==> config.mk <==
export PLATFORM = sky130hd
export DESIGN_NAME = tamagotchi_btn_cond
export DESIGN_NICKNAME = d
export VERILOG_FILES = /design/src/rtl/tama_pkg.sv /design/src/rtl/tama_btn_channel.sv /design/src/rtl/tamagotchi_btn_cond.sv
export SDC_FILE = /design/constraint.sdc
export NUM_CORES = 1
export LEC_CHECK = 0
export CORE_MARGIN = 1
export CORE_UTILIZATION = 40
export CTS_CLUSTER_SIZE = 30
export DETAILED_ROUTE_END_ITERATION = 6
export MAX_ROUTING_LAYER = met4
export PLACE_DENSITY_LB_ADDON = 0.15
export SLEW_MARGIN = 20
export SYNTH_ARGS = -nofsm -noshare
export SYNTH_HDL_FRONTEND = slang
export SYNTH_SLANG_ARGS = --single-unit
==> constraint.sdc <==
create_clock -name clk -period 2.2 [get_ports clk]
set_clock_uncertainty 0.15 [all_clocks]
set_input_delay 0.44 -clock clk [delete_from_list [all_inputs] [get_ports clk]]
set_output_delay 0.44 -clock clk [all_outputs]
set_load 0.02 [all_outputs]
==> src/rtl/tama_pkg.sv <==
// Shared definitions for the tamagotchi button conditioning path.
// Optional long-press support is selected with the TAMA_BTN_LONG_EN macro.
package tama_pkg;

   typedef enum logic [2:0] {
      ST_IDLE,
      ST_DEB_PRESS,
      ST_HELD,
      ST_LONG_HELD,
      ST_DEB_REL
   } btn_state_e;

   localparam int unsigned BTN_SALUD     = 0;
   localparam int unsigned BTN_ENERGIA   = 1;
   localparam int unsigned BTN_HAMBRE    = 2;
   localparam int unsigned BTN_DIVERSION = 3;
   localparam int unsigned BTN_RESET     = 4;
   localparam int unsigned BTN_TEST      = 5;

   // Counter must hold the largest tick count it is compared against.
   function automatic int unsigned cnt_width(input bit long_en,
                                             input int unsigned debounce_ms,
                                             input int unsigned long_ms);
      int unsigned top_val;
      top_val = debounce_ms;
      if (long_en && (long_ms > debounce_ms))
         top_val = long_ms;
      return (top_val < 1) ? 1 : $clog2(top_val + 1);
   endfunction

endpackage

==> src/rtl/tama_btn_channel.sv <==
// One button channel: 2-flop synchroniser, debounce/long-press FSM, pulse outputs.
// Long-press detection is compiled in only when TAMA_BTN_LONG_EN is defined.
module tama_btn_channel
   import tama_pkg::*;
#(
   parameter int unsigned DEBOUNCE_MS = 20,
   parameter int unsigned LONG_MS     = 5000
) (
   input  logic clk,
   input  logic reset,
   input  logic tick,
   input  logic btn_raw,
   output logic btn_level,
   output logic btn_press,
   output logic btn_release,
   output logic btn_long
);

`ifdef TAMA_BTN_LONG_EN
   localparam bit LONG_EN = 1'b1;
`else
   localparam bit LONG_EN = 1'b0;
`endif

   localparam int unsigned CW = cnt_width(LONG_EN, DEBOUNCE_MS, LONG_MS);
   localparam logic [CW-1:0] CNT_MAX  = '1;
   localparam logic [CW-1:0] DEB_LAST = CW'(DEBOUNCE_MS - 1);
`ifdef TAMA_BTN_LONG_EN
   localparam logic [CW-1:0] LONG_LAST = CW'(LONG_MS - 1);
`endif

   logic          sync1, sync2, s;
   btn_state_e    state, state_n;
   logic [CW-1:0] cnt, cnt_n, cnt_inc;
   logic          from_long, from_long_n;
   logic          level_n, press_n, release_n, long_n;

   assign s       = ~sync2;
   assign cnt_inc = (cnt == CNT_MAX) ? cnt : cnt + CW'(1);

   always_ff @(posedge clk) begin
      if (!reset) begin
         sync1       <= 1'b1;
         sync2       <= 1'b1;
         state       <= ST_IDLE;
         cnt         <= '0;
         from_long   <= 1'b0;
         btn_level   <= 1'b0;
         btn_press   <= 1'b0;
         btn_release <= 1'b0;
         btn_long    <= 1'b0;
      end else begin
         sync1       <= btn_raw;
         sync2       <= sync1;
         state       <= state_n;
         cnt         <= cnt_n;
         from_long   <= from_long_n;
         btn_level   <= level_n;
         btn_press   <= press_n;
         btn_release <= release_n;
         btn_long    <= long_n;
      end
   end

   always_comb begin
      state_n     = state;
      cnt_n       = cnt;
      from_long_n = from_long;
      case (state)
         ST_IDLE: begin
            if (s) begin
               state_n = ST_DEB_PRESS;
               cnt_n   = '0;
            end
         end
         ST_DEB_PRESS: begin
            if (!s) begin
               state_n = ST_IDLE;
            end else if (tick) begin
               if (cnt == DEB_LAST) begin
                  state_n = ST_HELD;
                  cnt_n   = '0;
               end else begin
                  cnt_n = cnt_inc;
               end
            end
         end
         ST_HELD: begin
            if (!s) begin
               state_n     = ST_DEB_REL;
               cnt_n       = '0;
               from_long_n = 1'b0;
            end
`ifdef TAMA_BTN_LONG_EN
            else if (tick) begin
               if (cnt == LONG_LAST)
                  state_n = ST_LONG_HELD;
               else
                  cnt_n = cnt_inc;
            end
`endif
         end
         ST_LONG_HELD: begin
            if (!s) begin
               state_n     = ST_DEB_REL;
               cnt_n       = '0;
               from_long_n = 1'b1;
            end
         end
         ST_DEB_REL: begin
            // A release that does not survive debounce restarts the hold timer.
            if (s) begin
               state_n = from_long ? ST_LONG_HELD : ST_HELD;
               cnt_n   = '0;
            end else if (tick) begin
               if (cnt == DEB_LAST) begin
                  state_n = ST_IDLE;
                  cnt_n   = '0;
               end else begin
                  cnt_n = cnt_inc;
               end
            end
         end
         default: begin
            state_n = ST_IDLE;
            cnt_n   = '0;
         end
      endcase
   end

   always_comb begin
      press_n   = (state == ST_DEB_PRESS) && (state_n == ST_HELD);
      release_n = (state == ST_DEB_REL) && (state_n == ST_IDLE);
      level_n   = (state_n == ST_HELD) || (state_n == ST_LONG_HELD) ||
                  (state_n == ST_DEB_REL);
`ifdef TAMA_BTN_LONG_EN
      long_n    = (state == ST_HELD) && (state_n == ST_LONG_HELD);
`else
      long_n    = 1'b0;
`endif
   end

endmodule

==> src/rtl/tamagotchi_btn_cond.sv <==
// Pushbutton conditioning: shared 1 ms tick prescaler feeding N_BTN channels.
// Define TAMA_BTN_LONG_EN to enable the long-press pulse on btn_long.
module tamagotchi_btn_cond
   import tama_pkg::*;
#(
   parameter int unsigned CLK_HZ      = 50_000_000,
   parameter int unsigned N_BTN       = 6,
   parameter int unsigned DEBOUNCE_MS = 20,
   parameter int unsigned LONG_MS     = 5000
) (
   input  logic             clk,
   input  logic             reset,
   input  logic [N_BTN-1:0] btn_raw,
   output logic [N_BTN-1:0] btn_level,
   output logic [N_BTN-1:0] btn_press,
   output logic [N_BTN-1:0] btn_release,
   output logic [N_BTN-1:0] btn_long
);

   localparam int unsigned TICK_DIV = CLK_HZ / 1000;
   localparam int unsigned PW = (TICK_DIV > 1) ? $clog2(TICK_DIV) : 1;
   localparam logic [PW-1:0] PRESC_LAST = PW'(TICK_DIV - 1);

   logic [PW-1:0] presc;
   logic          tick;

   assign tick = (presc == PRESC_LAST);

   always_ff @(posedge clk) begin
      if (!reset)
         presc <= '0;
      else if (tick)
         presc <= '0;
      else
         presc <= presc + PW'(1);
   end

   for (genvar i = 0; i < N_BTN; i++) begin : g_ch
      tama_btn_channel #(
         .DEBOUNCE_MS (DEBOUNCE_MS),
         .LONG_MS     (LONG_MS)
      ) u_ch (
         .clk         (clk),
         .reset       (reset),
         .tick        (tick),
         .btn_raw     (btn_raw[i]),
         .btn_level   (btn_level[i]),
         .btn_press   (btn_press[i]),
         .btn_release (btn_release[i]),
         .btn_long    (btn_long[i])
      );
   end

endmodule

# After elaboration in Yosys (flattened, before gate mapping)
# Cells that the tools add are included.
dict set report word_totals {
  regBits 100
  inputBits 8
}
dict set report classes {
  eq_ne 85
  reduce_logical 61
  n_bitwise 1
  n_addsub 7
  mux 126
}
# cell n
set op_table {}
lappend op_table {{5-bit 2-to-1 mux} 42}
lappend op_table {{3-bit 2-to-1 mux} 48}
lappend op_table {{5-bit one-hot mux with 4 select lines} 6}
lappend op_table {{3-bit by 2-bit equality test with 1-bit output (second input constant)} 24}
lappend op_table {{3-bit one-hot mux with 4 select lines} 6}
lappend op_table {{5-bit equality test (second input constant)} 12}
lappend op_table {{3-bit equality test (second input constant)} 12}
lappend op_table {{3-bit logical NOT} 12}
lappend op_table {{2-bit by 1-bit != test with 1-bit output (second input constant)} 18}
lappend op_table {{3-bit AND reduction} 12}
lappend op_table {{5-bit by 1-bit adder with 5-bit output (second input constant)} 6}
lappend op_table {{2-bit != test (second input constant)} 12}
lappend op_table {{3-bit by 1-bit equality test with 1-bit output (second input constant)} 6}
lappend op_table {{1-bit 2-to-1 mux} 18}
lappend op_table {{16-bit by 1-bit adder with 16-bit output (second input constant)} 1}
lappend op_table {{16-bit equality test (second input constant)} 1}
lappend op_table {{2-bit OR reduction} 7}
lappend op_table {{1-bit logical AND} 12}
lappend op_table {{1-bit logical OR} 12}
lappend op_table {{1-bit one-hot mux with 2 select lines} 6}
lappend op_table {{2-bit nonzero test} 6}
lappend op_table {{1-bit NOT} 1}

# Longest topological paths before layout
dict set report depth {
  ltp_word 8
  ltp_mapped 8
  ltp_nobuf 6
}

# Hierarchy
# Synthesis repeated with hierarchy kept, for this count alone.
dict set report hier_totals {
  cells_unflattened 493
  hier_area_um2 4683.2
}
# module cells_per_inst area_per_inst_um2 n_inst
set by_module_without_submodules {}
lappend by_module_without_submodules {tama_btn_channel 69 660.6 6}
lappend by_module_without_submodules {tamagotchi_btn_cond 79 719.4 1}

# Worst setup path after synthesis
# Ideal clock, no wire load.
dict set report synth_timing {
  kind {reg-to-reg}
  from {register presc[0]}
  to {register g_ch[2].u_ch.cnt[3]}
  setup_ns 0.133
  stages_incl_launch_ff 9
  arrival_time_ns 1.645
  synth_period_minus_slack_ns 1.928
  slack_ns 0.272
  path_cell_list {dfxtp_1 -> ha_1 -> and4_1 -> nand4_2 -> buf_6 -> buf_6 -> nor3_1 -> mux2i_1 -> nor2_1}
}
dict set report synth_via {
  elab_chain_len 4
}
# item line
set synth_lines {}
lappend synth_lines {{start, declared} tamagotchi_btn_cond.sv:24} ;# logic [PW-1:0] presc;
lappend synth_lines {{start signal, assigned} tamagotchi_btn_cond.sv:35} ;# presc <= presc + PW'(1);
lappend synth_lines {{16-bit equality test *} tamagotchi_btn_cond.sv:27} ;# assign tick = (presc == PRESC_LAST);
lappend synth_lines {{5-bit 2-to-1 mux *} -}
lappend synth_lines {{5-bit 2-to-1 mux, on equally long branches} -}
lappend synth_lines {{5-bit one-hot mux with 4 select lines *} -}
lappend synth_lines {{end signal, assigned} tama_btn_channel.sv:56} ;# cnt <= cnt_n;
lappend synth_lines {{end, declared} tama_btn_channel.sv:34} ;# logic [CW-1:0] cnt, cnt_n, cnt_inc;
# Every way passes the cells marked *; elsewhere a longest branch is shown, timed or not. The select of a mux whose other input is x is not followed.
# A chain may end at the register's enable or synchronous reset.

# Worst setup path in the final report
dict set report layout_timing {
  from {register presc[0]}
  to {register g_ch[2].u_ch.cnt[1]}
}
# The elaborated chain is that of the path after synthesis.

==> results.md <==
- The met2 wire length is 3870 um.
- The min-delay analysis places its worst path in the category reg -> reg.
- The tree built by TritonCTS fans out to 100 sinks.
- The top cell type by area accounts for 44.3% of the synthesized area.
- The final layout contains 553 nets.
- The largest total area in the synthesized netlist belongs to dfxtp_1.
- The largest voltage drop on the vdd net is 460 uV.
- The number of warnings issued by yosys is 0.
- Measured against its own limit, the worst slew margin works out to 66.6%.
- The number of global-route vias before repair is 3393.
- The post-synthesis average cell area is 8.60 um^2.
- The clock insertion delay at the later pin of the skew report is 0.34 ns.
- The dominant register cell in the synthesized netlist is dfxtp_1.
- The number of cell rows is 38.
- After detailed routing, the number of remaining DRC violations is 0.
- After layout, the worst path uses 94.0% of the clock period.
- The die is 108 um wide.
- The final RePlAce weighted congestion is 0.826.
- The time the final worst path needs with I/O delays and setup is 2.07 ns.
- After synthesis, flip-flops and latches occupy 44.3% of the total area.
- The area growth from synthesis to layout is 13.9%.
- The amount of wire on met3 after detailed routing is 296 um.
- The areal power density over the cells is 709 nW/um^2.
- After detailed routing, no signal wire sits above met4.
- The element type at the critical path end is a register.
- The number of fill cells in the layout is 1080.
- The number of vias per cell after detailed routing is 5.26.
- The sum of routed wire length over all layers is 8360 um.
- For this run, the number of standard cells in the final layout without fillers is 683.
- The arrival time at the worst endpoint is 2.15 ns.
- The pin count of the biggest net entering global routing is 36.
- The data required time at the worst endpoint is 2.29 ns.
- For this run, asynchronously set or reset flops after synthesis account for 0%.
- In this run the number of H-tree levels came out at 3.
- The clock tree from TritonCTS is done.
- In this run, synthesis produced a sequential element count of 100.
- The number of antenna violations at the first check in global routing was 0.
- After legalization and detailed placement, the total HPWL measured 5800 um.
- The nature of the critical path startpoint is a register.
- The sum of negative setup slack is 0 ns.
- The proportion of layout cells with a drive suffix above 1 is 6.81%.
- In this run, synthesis inferred 0 flip-flops with an integrated enable.
- Before antenna repair, the detailed router went through 4 iterations.
- The count of distinct cell types in the synthesized netlist is 52.
- dfxtp_1 is the most common cell in the netlist.
- The final-report setup violation count is 0.
- Across the run, the number of max-cap violations was 0.
- The netlist area before placement is 4520 um^2.
- The number of antenna diodes in the final layout is 0.
- The actual transition at the worst max-transition pin is 0.500 ns.
- In the final routed layout, each cell accounts on average for 12.2 um.
- The vertical die dimension is 108 um.
- The clock buffer count from CTS is 9.
- Clock-pin slew was measured on the worst setup and hold paths at 0.07 ns.
- The I/O pin count is 32.
- The die covers 11700 um^2.
- Along the worst path, the maximum fanout reaches 22.
- The count of final hold-check violations came to 0.
- The clock tree root buffer cell is clkbuf_16.
- The synthesized instance count is 526.
- The first global-routing pass estimated 14900 um of wire.
- Input and output buffers added on the ports amount to 25.
- Setup repair after global routing left no endpoint under its margin.
- The instance count after placement with tap cells included is 667.
- For this run the aggregate overflow at the end of global routing stands at 0.
- By startpoint and endpoint, the worst setup path is classified as reg -> reg.
- The core region is 10900 um^2.
- Ranked by total cell area, the synthesized netlist is headed by dfxtp_1 44%, nor2_1 6.2%, buf_4 4.1%.
- The count of final max-slew check failures is 0.
- The initial utilization of the core area, before any placement, comes to 41.4%.
- Sorting the synthesized cells by how often they occur yields 100 x dfxtp_1, 75 x nor2_1, 49 x nand2_1.
- After the first detailed-routing iteration, the DRC count stood at 110.
- The static leakage is 0.00179 uW.
- The flow ran to the end, and the final reports show no timing, DRC or antenna violations.
- The all-layer global routing usage is 16.3%.
- The remaining number of nets flagged by the antenna check after routing is 0.
- Derived from the worst setup path, the maximum achievable clock frequency is 483 MHz.
- The overall via count from detail_route is 3590.
- The number of buffers between clock root and the deepest sink is 2.
- After detailed routing, the wire length on met1 is 4110 um.
==> what timing repair did <==
action,4_1_cts,5_1_grt
setup buffers,0,0
hold buffers,0,0
resized for setup,0,5
endpoints found under the setup margin,0,10
==> placed cells by master, fill, tap and decap left out, types with 8 or more instances in the layout <==
master             n
a211oi_1           8
a21oi_1           21
buf_4              9
clkbuf_16          9
clkdlybuf4s50_1   25
dfxtp_1          100
inv_1             18
mux2i_1           10
nand2_1           49
nand2b_1          19
nand3_1           21
nor2_1            73
nor3_1            27
nor3b_1            9
o21ai_0            9
xnor2_1           18
==> worst max-delay path, cell delays in order (launching register included) <==
cell and delay, ns:
dfxtp_1 0.37, ha_1 0.22, and4_1 0.26, nand4_2 0.12, buf_6 0.20, or3_1 0.43, mux2i_1 0.16, nor2_1 0.05
==> power breakdown <==
part	switching, uW	internal [uW]	total (uW)
registers	18.8	1830	1850
logic	66.1	51.1	117
clock network	684	1010	1690
==> flip-flops by register name, summed over array words and instances (netlist names) <==
| register | cells |
|---|---|
| g_ch.u_ch.btn_release | 6 |
| g_ch.u_ch.sync1 | 6 |
| g_ch.u_ch.from_long | 6 |
| g_ch.u_ch.btn_level | 6 |
| presc | 16 |
| g_ch.u_ch.btn_press | 6 |
| g_ch.u_ch.state | 18 |
| g_ch.u_ch.sync2 | 6 |
| g_ch.u_ch.cnt | 30 |
==> worst paths after layout <==
path                           start                   to  slack [ns]  cells after the start
setup / recovery            presc[0]  g_ch[2].u_ch.cnt[1]        0.13                      7
hold / removal    g_ch[5].u_ch.sync1   g_ch[5].u_ch.sync2        0.26                      1
setup reg to reg            presc[0]  g_ch[2].u_ch.cnt[1]        0.13                      7
hold reg to reg   g_ch[5].u_ch.sync1   g_ch[5].u_ch.sync2        0.26                      1
==> per-layer routing <==
| layer | GRT usage [%] | vias up |
|---|---|---|
| li1 | - | 1838 |
| met1 | 20.2 | 1694 |
| met2 | 25.7 | 54 |
| met3 | 3.98 | 4 |
| met4 | 5.69 | 0 |
| met5 | - | - |
==> kinds of logic (layout without fill, tap and decap cells) <==
group / Yosys count / in the layout / synth area share [%]
xor gates and xnor gates: 25 / 25 / 4.84
DFF: 100 / 100 / 44.3
other: 1 / 6 / 0.0829
and+or+nand+nor: 242 / 242 / 26.9
muxes: 10 / 10 / 2.21
adders and majority gates: 7 / 7 / 1.94
buffers and inverters: 60 / 72 / 7.58
AOI/OAI and AO/OA: 81 / 81 / 12.2
==> metrics by stage <==
| stage | util, % | hold WS [ns] | instance area, um^2 | setup slack (ns) | power (uW) |
|---|---|---|---|---|---|
| 5_1_grt | 47.1 | 0.279 | 5150 | 0.00343 | 3810 |
| 6_report | 47.1 | 0.261 | 5150 | 0.131 | 3650 |
| 4_1_cts | 47.0 | 0.267 | 5130 | 0.107 | 3710 |
| 3_5_place_dp | 44.0 | 0.246 | 4810 | 0.117 | 2000 |
| 2_1_floorplan | - | 0.236 | 4540 | 0.272 | 1960 |
| 3_3_place_gp | 44.0 | 0.238 | 4810 | 0.168 | 2000 |
==> area by class of cell <==
type	instances	area, um^2	area share (%)
flip-flops and latches	100	2000	38.8
repair buffers	37	369	7.16
inverters	19	71.3	1.38
multi-input cells	371	2210	42.9
well taps	140	175	3.40
clock buffers	9	225	4.37
clock inverters	7	98.8	1.92
No activity file was read; power rests on OpenSTA's default activity.
